$ cat config.mk
export PLATFORM = sky130hd
export DESIGN_NAME = kv_request_arbiter
export DESIGN_NICKNAME = d
export VERILOG_FILES = /design/src/rtl/kv_store_pkg.sv /design/src/rtl/kv_rr_arbiter.sv /design/src/rtl/kv_request_arbiter.sv
export SDC_FILE = /design/constraint.sdc
export NUM_CORES = 1
export LEC_CHECK = 0
export CELL_PAD_IN_SITES_DETAIL_PLACEMENT = 0
export CELL_PAD_IN_SITES_GLOBAL_PLACEMENT = 1
export CORE_ASPECT_RATIO = 0.5
export CORE_MARGIN = 10
export CORE_UTILIZATION = 26
export DETAILED_ROUTE_END_ITERATION = 16
export PLACE_DENSITY = 0.84
export SLEW_MARGIN = 20
export SYNTH_ARGS = -nofsm -noshare
export SYNTH_HDL_FRONTEND = slang
export SYNTH_SLANG_ARGS = --single-unit
$ cat constraint.sdc
create_clock -name clock -period 4.52 [get_ports clock]
set_input_delay 0.678 -clock clock [delete_from_list [all_inputs] [get_ports clock]]
set_output_delay 0.678 -clock clock [all_outputs]
set_load 0.02 [all_outputs]
$ cat src/rtl/kv_store_pkg.sv
// kv_store_pkg: shared opcodes, FSM states and default width for the kv request arbiter
package kv_store_pkg;
  localparam int RAM_WIDTH_DEF = 32;
  localparam logic [1:0] OP_SEARCH   = 2'd0;
  localparam logic [1:0] OP_INSERT   = 2'd1;
  localparam logic [1:0] OP_TRANSACT = 2'd2;
  localparam logic [1:0] OP_RSVD     = 2'd3;
  typedef enum logic [1:0] {S_IDLE, S_ISSUE, S_WAIT, S_RESP} state_t;
endpackage

$ cat src/rtl/kv_rr_arbiter.sv
// kv_rr_arbiter: combinational rotate-priority pick, first set request at or above i_ptr (wrapping)
// Ports: i_req request vector, i_ptr priority start index, o_grant one-hot grant (0 when no request)
module kv_rr_arbiter #(
  parameter int N = 4
) (
  input  logic [N-1:0]         i_req,
  input  logic [$clog2(N)-1:0] i_ptr,
  output logic [N-1:0]         o_grant
);
  // Scan from farthest to nearest offset so the nearest requester above i_ptr wins.
  always_comb begin
    o_grant = '0;
    for (int i = N - 1; i >= 0; i--)
      if (i_req[(int'(i_ptr) + i) % N]) o_grant = N'(1) << ((int'(i_ptr) + i) % N);
  end
endmodule

$ cat src/rtl/kv_request_arbiter.sv
// kv_request_arbiter: serialises NUM_REQ command streams onto one key-value store, one command in flight
// Ports: clock/reset_n (async active-low); req_* per-requester command bus with one-hot req_ready;
//   ram_enable/write_enable/key/value/transact_value/signal/transact_kind drive the store,
//   updated_value/value_addr are its results; rsp_* is the response handshake; busy = not IDLE.
// Build option: KV_ARB_FIXED_PRIO_EN selects fixed lowest-index priority instead of round-robin.
module kv_request_arbiter
  import kv_store_pkg::*;
#(
  parameter int RAM_WIDTH  = RAM_WIDTH_DEF,
  parameter int NUM_REQ    = 4,
  parameter int OP_LATENCY = 8
) (
  input  logic                         clock,
  input  logic                         reset_n,
  input  logic [NUM_REQ-1:0]           req_valid,
  output logic [NUM_REQ-1:0]           req_ready,
  input  logic [2*NUM_REQ-1:0]         req_signal,
  input  logic [RAM_WIDTH*NUM_REQ-1:0] req_key,
  input  logic [RAM_WIDTH*NUM_REQ-1:0] req_value,
  input  logic [NUM_REQ-1:0]           req_transact_kind,
  output logic                         ram_enable,
  output logic                         write_enable,
  output logic [RAM_WIDTH-1:0]         key,
  output logic [RAM_WIDTH-1:0]         value,
  output logic [RAM_WIDTH-1:0]         transact_value,
  output logic [1:0]                   signal,
  output logic                         transact_kind,
  input  logic [RAM_WIDTH-1:0]         updated_value,
  input  logic [RAM_WIDTH-1:0]         value_addr,
  output logic                         rsp_valid,
  input  logic                         rsp_ready,
  output logic [$clog2(NUM_REQ)-1:0]   rsp_id,
  output logic [RAM_WIDTH-1:0]         rsp_data,
  output logic [RAM_WIDTH-1:0]         rsp_addr,
  output logic                         rsp_error,
  output logic                         busy
);
  localparam int IW = $clog2(NUM_REQ);
  localparam int CW = $clog2(OP_LATENCY + 1);
  state_t               r_state;
  logic [CW-1:0]        r_cnt;
  logic [IW-1:0]        r_idx, r_rsp_id, w_idx, w_ptr;
  logic [NUM_REQ-1:0]   w_grant;
  logic                 w_accept;
  logic [1:0]           w_sig, r_signal;
  logic [RAM_WIDTH-1:0] w_key, w_val;
  logic [RAM_WIDTH-1:0] r_key, r_value, r_transact_value, r_rsp_data, r_rsp_addr;
  logic                 r_ram_enable, r_write_enable, r_transact_kind, r_rsp_valid, r_rsp_error;

  kv_rr_arbiter #(.N(NUM_REQ)) u_pick (
    .i_req   (req_valid),
    .i_ptr   (w_ptr),
    .o_grant (w_grant)
  );

  always_comb begin
    w_idx = '0;
    for (int i = 0; i < NUM_REQ; i++) if (w_grant[i]) w_idx = IW'(i);
  end

  assign w_accept  = (r_state == S_IDLE) && |w_grant;
  assign req_ready = w_grant & {NUM_REQ{reset_n && r_state == S_IDLE}};
  assign w_sig     = req_signal[2*int'(w_idx) +: 2];
  assign w_key     = req_key[int'(w_idx)*RAM_WIDTH +: RAM_WIDTH];
  assign w_val     = req_value[int'(w_idx)*RAM_WIDTH +: RAM_WIDTH];

`ifdef KV_ARB_FIXED_PRIO_EN
  assign w_ptr = '0;
`else
  logic [IW-1:0] r_ptr;
  assign w_ptr = r_ptr;
  always_ff @(posedge clock or negedge reset_n)
    if (!reset_n) r_ptr <= '0;
    else if (w_accept) r_ptr <= (int'(w_idx) == NUM_REQ - 1) ? '0 : w_idx + IW'(1);
`endif

  always_ff @(posedge clock or negedge reset_n) begin
    if (!reset_n) begin
      r_state          <= S_IDLE;
      r_cnt            <= '0;
      r_idx            <= '0;
      r_ram_enable     <= 1'b0;
      r_write_enable   <= 1'b0;
      r_key            <= '0;
      r_value          <= '0;
      r_transact_value <= '0;
      r_signal         <= '0;
      r_transact_kind  <= 1'b0;
      r_rsp_valid      <= 1'b0;
      r_rsp_id         <= '0;
      r_rsp_data       <= '0;
      r_rsp_addr       <= '0;
      r_rsp_error      <= 1'b0;
    end else begin
      case (r_state)
        S_IDLE:
          if (w_accept) begin
            r_idx <= w_idx;
            // Reserved opcode never touches the store; store operands keep their last issued values.
            if (w_sig == OP_RSVD) begin
              r_state     <= S_RESP;
              r_rsp_valid <= 1'b1;
              r_rsp_error <= 1'b1;
              r_rsp_id    <= w_idx;
              r_rsp_data  <= '0;
              r_rsp_addr  <= '0;
            end else begin
              r_state          <= S_ISSUE;
              r_ram_enable     <= 1'b1;
              r_write_enable   <= w_sig != OP_SEARCH;
              r_signal         <= w_sig;
              r_key            <= w_key;
              r_value          <= w_val;
              r_transact_value <= w_val;
              r_transact_kind  <= req_transact_kind[w_idx];
            end
          end
        S_ISSUE: begin
          r_state <= S_WAIT;
          r_cnt   <= CW'(OP_LATENCY);
        end
        S_WAIT:
          if (r_cnt == CW'(1)) begin
            r_state        <= S_RESP;
            r_cnt          <= '0;
            r_ram_enable   <= 1'b0;
            r_write_enable <= 1'b0;
            r_rsp_valid    <= 1'b1;
            r_rsp_error    <= 1'b0;
            r_rsp_id       <= r_idx;
            r_rsp_data     <= updated_value;
            r_rsp_addr     <= value_addr;
          end else r_cnt <= r_cnt - CW'(1);
        S_RESP:
          if (rsp_ready) begin
            r_state     <= S_IDLE;
            r_rsp_valid <= 1'b0;
          end
        default: r_state <= S_IDLE;
      endcase
    end
  end

  assign ram_enable     = r_ram_enable;
  assign write_enable   = r_write_enable;
  assign key            = r_key;
  assign value          = r_value;
  assign transact_value = r_transact_value;
  assign signal         = r_signal;
  assign transact_kind  = r_transact_kind;
  assign rsp_valid      = r_rsp_valid;
  assign rsp_id         = r_rsp_id;
  assign rsp_data       = r_rsp_data;
  assign rsp_addr       = r_rsp_addr;
  assign rsp_error      = r_rsp_error;
  assign busy           = r_state != S_IDLE;
endmodule

==> flow_summary.json, run 1 <==
{
  "status": "finished clean",
  "cellLeakagePower_nw": 5.53,
  "cts_num_sinks": 147,
  "setup_violations": 0,
  "worst_setup_path_start_kind": "primary input",
  "syn_inst": 785,
  "synthToLayoutAreaGrowth_pct": 75.4,
  "post_cts_resized": 0,
  "synth-edff-count": 0,
  "rr_worst_depth": 12,
  "top_layer": "met5",
  "synth_nets": 1138,
  "cp.buffers_inverters": 2,
  "slowest_delay_ns": 0.63,
  "hold_viol": 0,
  "slew_violations": 0,
  "insertion_delay_ns": 0.43,
  "start_util": 0.266,
  "drt-total-wl_microns": 38800,
  "syn-cell-area_sq_mm": 0.00776,
  "coreArea_sq_mm": 0.0292,
  "crit_arrival_ns": 4.38,
  "relSlewSlack": 0.356,
  "met1_length_microns": 14900,
  "cts_buffers": 17,
  "finish.utilization": 0.466,
  "post-cts-setup-buffers": 0,
  "portBuffers": 512,
  "grt_antenna_before_repair": 3,
  "max_cap_viol_count": 0,
  "clockBufferDepth": 2,
  "h-tree-depth": 4,
  "dpl_cell_area_sq_mm": 0.0130,
  "clk_pin_slew_worst_paths_ns": 0.07,
  "hold_slack_ns": 0.193,
  "fin_crit_sh": 0.888,
  "crit_type": "primary input to flop",
  "ys_seq_area_frac": 0.474,
  "root_buffer": "clkbuf_16",
  "crit_fanout": 28,
  "reg2reg_from": "r_ptr[0]",
  "fp.dieW_microns": 264,
  "vias": 8207,
  "rsz0062_at_grt": "false",
  "gp_congestion": 0.894,
  "worstReg2RegEnd": "rsp_data[16]",
  "synth-main-ff-cell": "dfrtp_1",
  "drt_first_pass_iters": 5,
  "yosysUniqueCellTypes": 52,
  "cts_hold_repair.buffers": 0,
  "hpwl_microns": 31100,
  "grt_first_pass_wirelength_microns": 55300,
  "clock-skew-final_ns": 0.0109,
  "worst_pin_slew_ns": 0.963,
  "die_area_sq_mm": 0.0376,
  "power.density_mw_per_mm2": 850,
  "crit_cells": 11,
  "grtUsageTotal": 0.194,
  "fmax_ghz": 0.249,
  "avgSynthCellArea_sq_um": 9.88,
  "yosysWarnings": 0,
  "ff2ff_setup_slack_ns": 0.55,
  "fin_crit_ns": 4.02,
  "fp-row-count": 44,
  "ys_ff_latch": 147,
  "cts_tree": "yes",
  "endpoint_kind": "flop",
  "ant_nets": 0,
  "wl_met3_microns": 1850,
  "synthArstFlopShare": 1.00,
  "io_pins": 513,
  "max-vdd-ir-drop_mv": 0.720,
  "crit_family": "compound AO/OA/AOI/OAI gates",
  "cpMostUsedCell": "a22o_1",
  "vias_per_cell": 5.01,
  "first_iter_violations": 676,
  "grt_start_max_net_pins": 133,
  "wl_per_cell_microns": 23.7,
  "fin_area_sq_mm": 0.0136,
  "dieHeight_microns": 142,
  "crit_chain": "clkdlybuf4s50_1 > mux4_2 > a31o_1 > a211o_1 > a22o_1 > mux2_4 > o211ai_4 > nand2b_1 > a211oi_4 > buf_4 > a22o_1",
  "grt_pass1_vias": 8332,
  "slowest_stage": "a211oi_4",
  "grt_overflow": 0,
  "final_net_count": 1585,
  "required_ns": 4.89,
  "hp-class": "primary input to asynchronous set/reset pin",
  "wl_met2_microns": 21400,
  "fin_setup_tns_ns": 0,
  "drcViolationCount": 0,
  "drive_above_1_share": 0.0562
}
## per-layer routing
metal / track usage / vias to the layer above
met5: 0 / -
met4: 0.0461 / 4
met3: 0.0513 / 41
met2: 0.360 / 222
met1: 0.219 / 4127
li1: - / 3813
## kinds of logic (layout without fill, tap and decap cells)
logic type	after synthesis	after routing	share of synthesized area
AOI/OAI and AO/OA	311	311	0.300
and+or+nand+nor	183	183	0.0960
DFF	147	147	0.474
buffers and inverters	113	573	0.0769
muxes	16	16	0.0290
adders and majority gates	14	14	0.0226
xor gates and xnor gates	1	1	0.00113
other	0	1	0
## synth_stat cells (4+ instances only)
cell      number  area share
a22oi_1       65       0.063
clkbuf_1      49       0.024
a221oi_1      65       0.073
nor2_1        77       0.037
inv_1         13      0.0063
mux2_2         6      0.0087
ha_1          14       0.023
nand2b_1       5      0.0040
o21ai_0       80       0.052
buf_2          9      0.0058
a21oi_1        6      0.0039
a22o_1        67       0.076
buf_6          5      0.0073
nor2b_1        5      0.0040
buf_4         33       0.032
nand2_1       82       0.040
dfrtp_1      147        0.47
nand3_1        4      0.0026
## metrics by stage
stage	setup WS, ns	total power, W	std cells
2_1_floorplan	0.694	0.00730	785
3_3_place_gp	0.179	0.0100	1604
3_5_place_dp	0.0749	0.0102	1604
4_1_cts	0.503	0.0117	1636
5_1_grt	0.285	0.0124	1636
6_report	0.504	0.0116	1637
## how the worst max path moves through the flow
stage,start,endpoint,slack [ns]
after global placement,req_valid[3],rsp_data[14],0.18
after floorplan,r_ptr[0],req_ready[3],0.69
after global routing,r_ptr[0],rsp_data[16],0.28
final,req_valid[3],rsp_data[16],0.50
after detailed placement,req_valid[3],rsp_data[30],0.07
after CTS,r_ptr[0],req_ready[1],0.50
## final cells by class
cell class | count | area (sq um)
Clock buffer | 17 | 425
Sequential cell | 147 | 3680
Clock inverter | 15 | 155
Timing Repair Buffer | 527 | 5290
Inverter | 14 | 52.6
Tap cell | 391 | 489
Multi-Input combinational cell | 525 | 3510
Fill cell | 2778 | 15600
Antenna cell | 1 | 2.50
## power breakdown
group          leakage [nW]  total, W  internal, W  switching (W)
Sequential             1.87   0.00232      0.00193       0.000385
Combinational          3.38   0.00784      0.00327        0.00457
Clock                 0.288   0.00140     0.000739       0.000664
Total                  5.53    0.0116      0.00594        0.00562
## cell usage in the layout (no fill, tap or decap), types with 2 or more instances in the layout
cell and instances:
a211oi_1 3, a21o_1 2, a21oi_1 6, a221oi_1 65, a22o_1 66, a22oi_1 65
a31o_1 2, a31oi_1 3, and3_1 2, buf_12 4, buf_4 11, clkbuf_16 17
clkdlybuf4s50_1 511, clkinv_4 2, clkinv_8 2, dfrtp_1 147, ha_1 14, inv_1 13
inv_6 5, inv_8 5, mux2_1 2, mux2_2 6, mux2i_1 3, mux4_2 3
nand2_1 82, nand2b_1 5, nand3_1 4, nor2_1 76, nor2b_1 5, nor3_1 3
o21ai_0 80, o21ai_1 2, o22ai_1 2
## sequential cells by signal, indices dropped and copies added, names as in the netlist
name            cells
key                32
r_cnt               4
r_idx               2
r_ptr               2
r_state             2
ram_enable          1
rsp_addr           32
rsp_data           32
rsp_error           1
rsp_id              2
rsp_valid           1
signal              2
transact_kind       1
transact_value     32
write_enable        1
Note: power is estimated with default switching activity, not from simulation.
==> inputs of run 2 (changes only) <==
Settings changed: CORE_MARGIN 10 to 3, REMOVE_ABC_BUFFERS set to 1, SLEW_MARGIN 20 to 25.
==> run 2 against run 1 <==
  * First-iteration DRC count decreased by 18%
  * Routed wire length decreased by 7.5%
  * Flip-flop and latch count unchanged
  * Final cell count increased by 0.43%
  * Clock power increased by 7%
  * Critical endpoint is now req_ready[2]
==> flow_summary.json, run 2 (same netlist as run 1, synthesis figures left out) <==
{
  "hpwl_microns": 28100,
  "rsz0062_at_grt": "false",
  "status": "finished clean",
  "cts_num_sinks": 147,
  "cts_hold_repair.buffers": 0,
  "ant_nets": 0,
  "hold_viol": 0,
  "dpl_cell_area_sq_mm": 0.0131,
  "fin_area_sq_mm": 0.0137,
  "drcViolationCount": 0,
  "slowest_stage": "clkdlybuf4s50_1",
  "drt-total-wl_microns": 35900,
  "clock-skew-final_ns": 0.0116,
  "power.density_mw_per_mm2": 863,
  "finish.utilization": 0.469,
  "dp.cells": 1610,
  "crit_arrival_ns": 3.67,
  "final_common_cell": "clkdlybuf4s50_1",
  "max_cap_viol_count": 0,
  "slew_violations": 0,
  "grt_first_pass_wirelength_microns": 51100,
  "post_cts_resized": 0,
  "hold_slack_ns": 0.165,
  "fin_crit_sh": 0.961,
  "insertion_delay_ns": 0.44,
  "worst_setup_path_start_kind": "flop",
  "grt_pass1_vias": 8059,
  "drive_above_1_share": 0.0608,
  "dieHeight_microns": 128,
  "relSlewSlack": 0.407,
  "required_ns": 3.84,
  "grt_start_max_net_pins": 71,
  "crit_type": "flop to output port",
  "portBuffers": 512,
  "grt_antenna_before_repair": 2,
  "wl_per_cell_microns": 21.8,
  "first_iter_violations": 553,
  "final_cell_mix": "clkdlybuf4s50_1, dfrtp_1, nand2_1",
  "hp-class": "primary input to asynchronous set/reset pin",
  "root_buffer": "clkbuf_16",
  "fp-row-count": 44,
  "die_area_sq_mm": 0.0321,
  "fmax_ghz": 0.230,
  "power.share.switching": 0.482,
  "h-tree-depth": 4,
  "clkPwrFrac": 0.127,
  "worst_pin_slew_ns": 0.889,
  "clk_pin_slew_worst_paths_ns": 0.07,
  "crit_family": "buffers and inverters",
  "slowest_delay_ns": 0.64,
  "final_net_count": 1591,
  "p_int_w": 0.00612,
  "vias_per_cell": 5.08,
  "post-cts-setup-buffers": 0,
  "setup_violations": 0,
  "p_comb_frac": 0.676,
  "max-vdd-ir-drop_mv": 0.585,
  "endpoint_kind": "output port",
  "vias": 8353,
  "gp_congestion": 0.887,
  "start_util": 0.266,
  "crit_chain": "inv_1 > ha_1 > mux2i_1 > o22ai_1 > a211oi_2 > o31ai_4 > buf_4 > nor2b_1 > clkdlybuf4s50_1",
  "cts_buffers": 17,
  "crit_fanout": 9,
  "grt_overflow": 0,
  "coreArea_sq_mm": 0.0292,
  "io_pins": 513,
  "cp.buffers_inverters": 3,
  "crit_cells": 9,
  "fp.dieW_microns": 250,
  "rr_worst_depth": 12,
  "clockBufferDepth": 2,
  "fin_crit_ns": 4.35,
  "grtUsageTotal": 0.211,
  "power.net_switching_w": 0.00569,
  "cellLeakagePower_nw": 5.58,
  "seq_power_share": 0.197,
  "fin_cells": 1644,
  "drt_first_pass_iters": 5,
  "cts_tree": "yes",
  "synthToLayoutAreaGrowth_pct": 76.3
}
==> run 2: power groups by stage <==
stage	logic, W	clock network, W	registers, W
3_3_place_gp	0.00780	0	0.00233
3_5_place_dp	0.00794	0	0.00235
5_1_grt	0.00858	0.00159	0.00240
4_1_cts	0.00798	0.00154	0.00233
2_1_floorplan	0.00381	0	0.00307
6_report	0.00798	0.00150	0.00233
==> run 2: worst reg2reg max path, cell delays in order, from the launching register on <==
cell	delay, ns
dfrtp_1	0.57
inv_1	0.17
ha_1	0.44
mux4_2	0.42
a31o_1	0.21
a211o_1	0.29
a22o_1	0.28
a211oi_1	0.39
o21ai_1	0.17
nand2b_1	0.13
a211o_2	0.17
buf_4	0.33
mux2_1	0.35
==> run 2: path summary, 6_finish.rpt <==
path	startpoint	endpoint	slack, ns
worst max-delay path	r_ptr[1]	req_ready[2]	0.17
worst min-delay path	reset_n	rsp_data[2]	0.17
worst max register to register	r_ptr[1]	rsp_id[1]	0.49
worst min register to register	key[10]	key[10]	0.48
max in group asynchronous	reset_n	key[23]	2.57
min in group clock	key[10]	key[10]	0.48
==> run 2: metal layers <==
metal,vias to the layer above,routed length (microns),track usage
met5,-,13,0
met4,2,762,0.0684
met3,50,1980,0.0474
met2,304,17600,0.343
met1,4175,15600,0.281
li1,3822,-,-
==> run 2: final cells by class <==
cell class              instances  area [sq um]
diodes                          2          5.00
clock buffers                  19           453
clock inverters                13           163
fillers                      2726         15500
inverters                      14          52.6
multi-input cells             525          3510
flip-flops and latches        147          3680
well taps                     391           489
repair buffers                533          5320
==> run 2: per-stage QoR <==
stage / TNS, ns / total power [W] / setup slack [ns]
6_report: 0 / 0.0118 / 0.174
5_1_grt: 0 / 0.0126 / 0.0387
4_1_cts: 0 / 0.0118 / 0.169
3_5_place_dp: 0 / 0.0103 / 0.381
3_3_place_gp: 0 / 0.0101 / 0.412
2_1_floorplan: -530.37 / 0.00688 / -4.73
==> inputs of run 3 (changes only) <==
Settings changed: CTS_CLUSTER_SIZE set to 24.
==> results of run 3 <==
Final layout, timing and power as in run 2 (identical DEF).
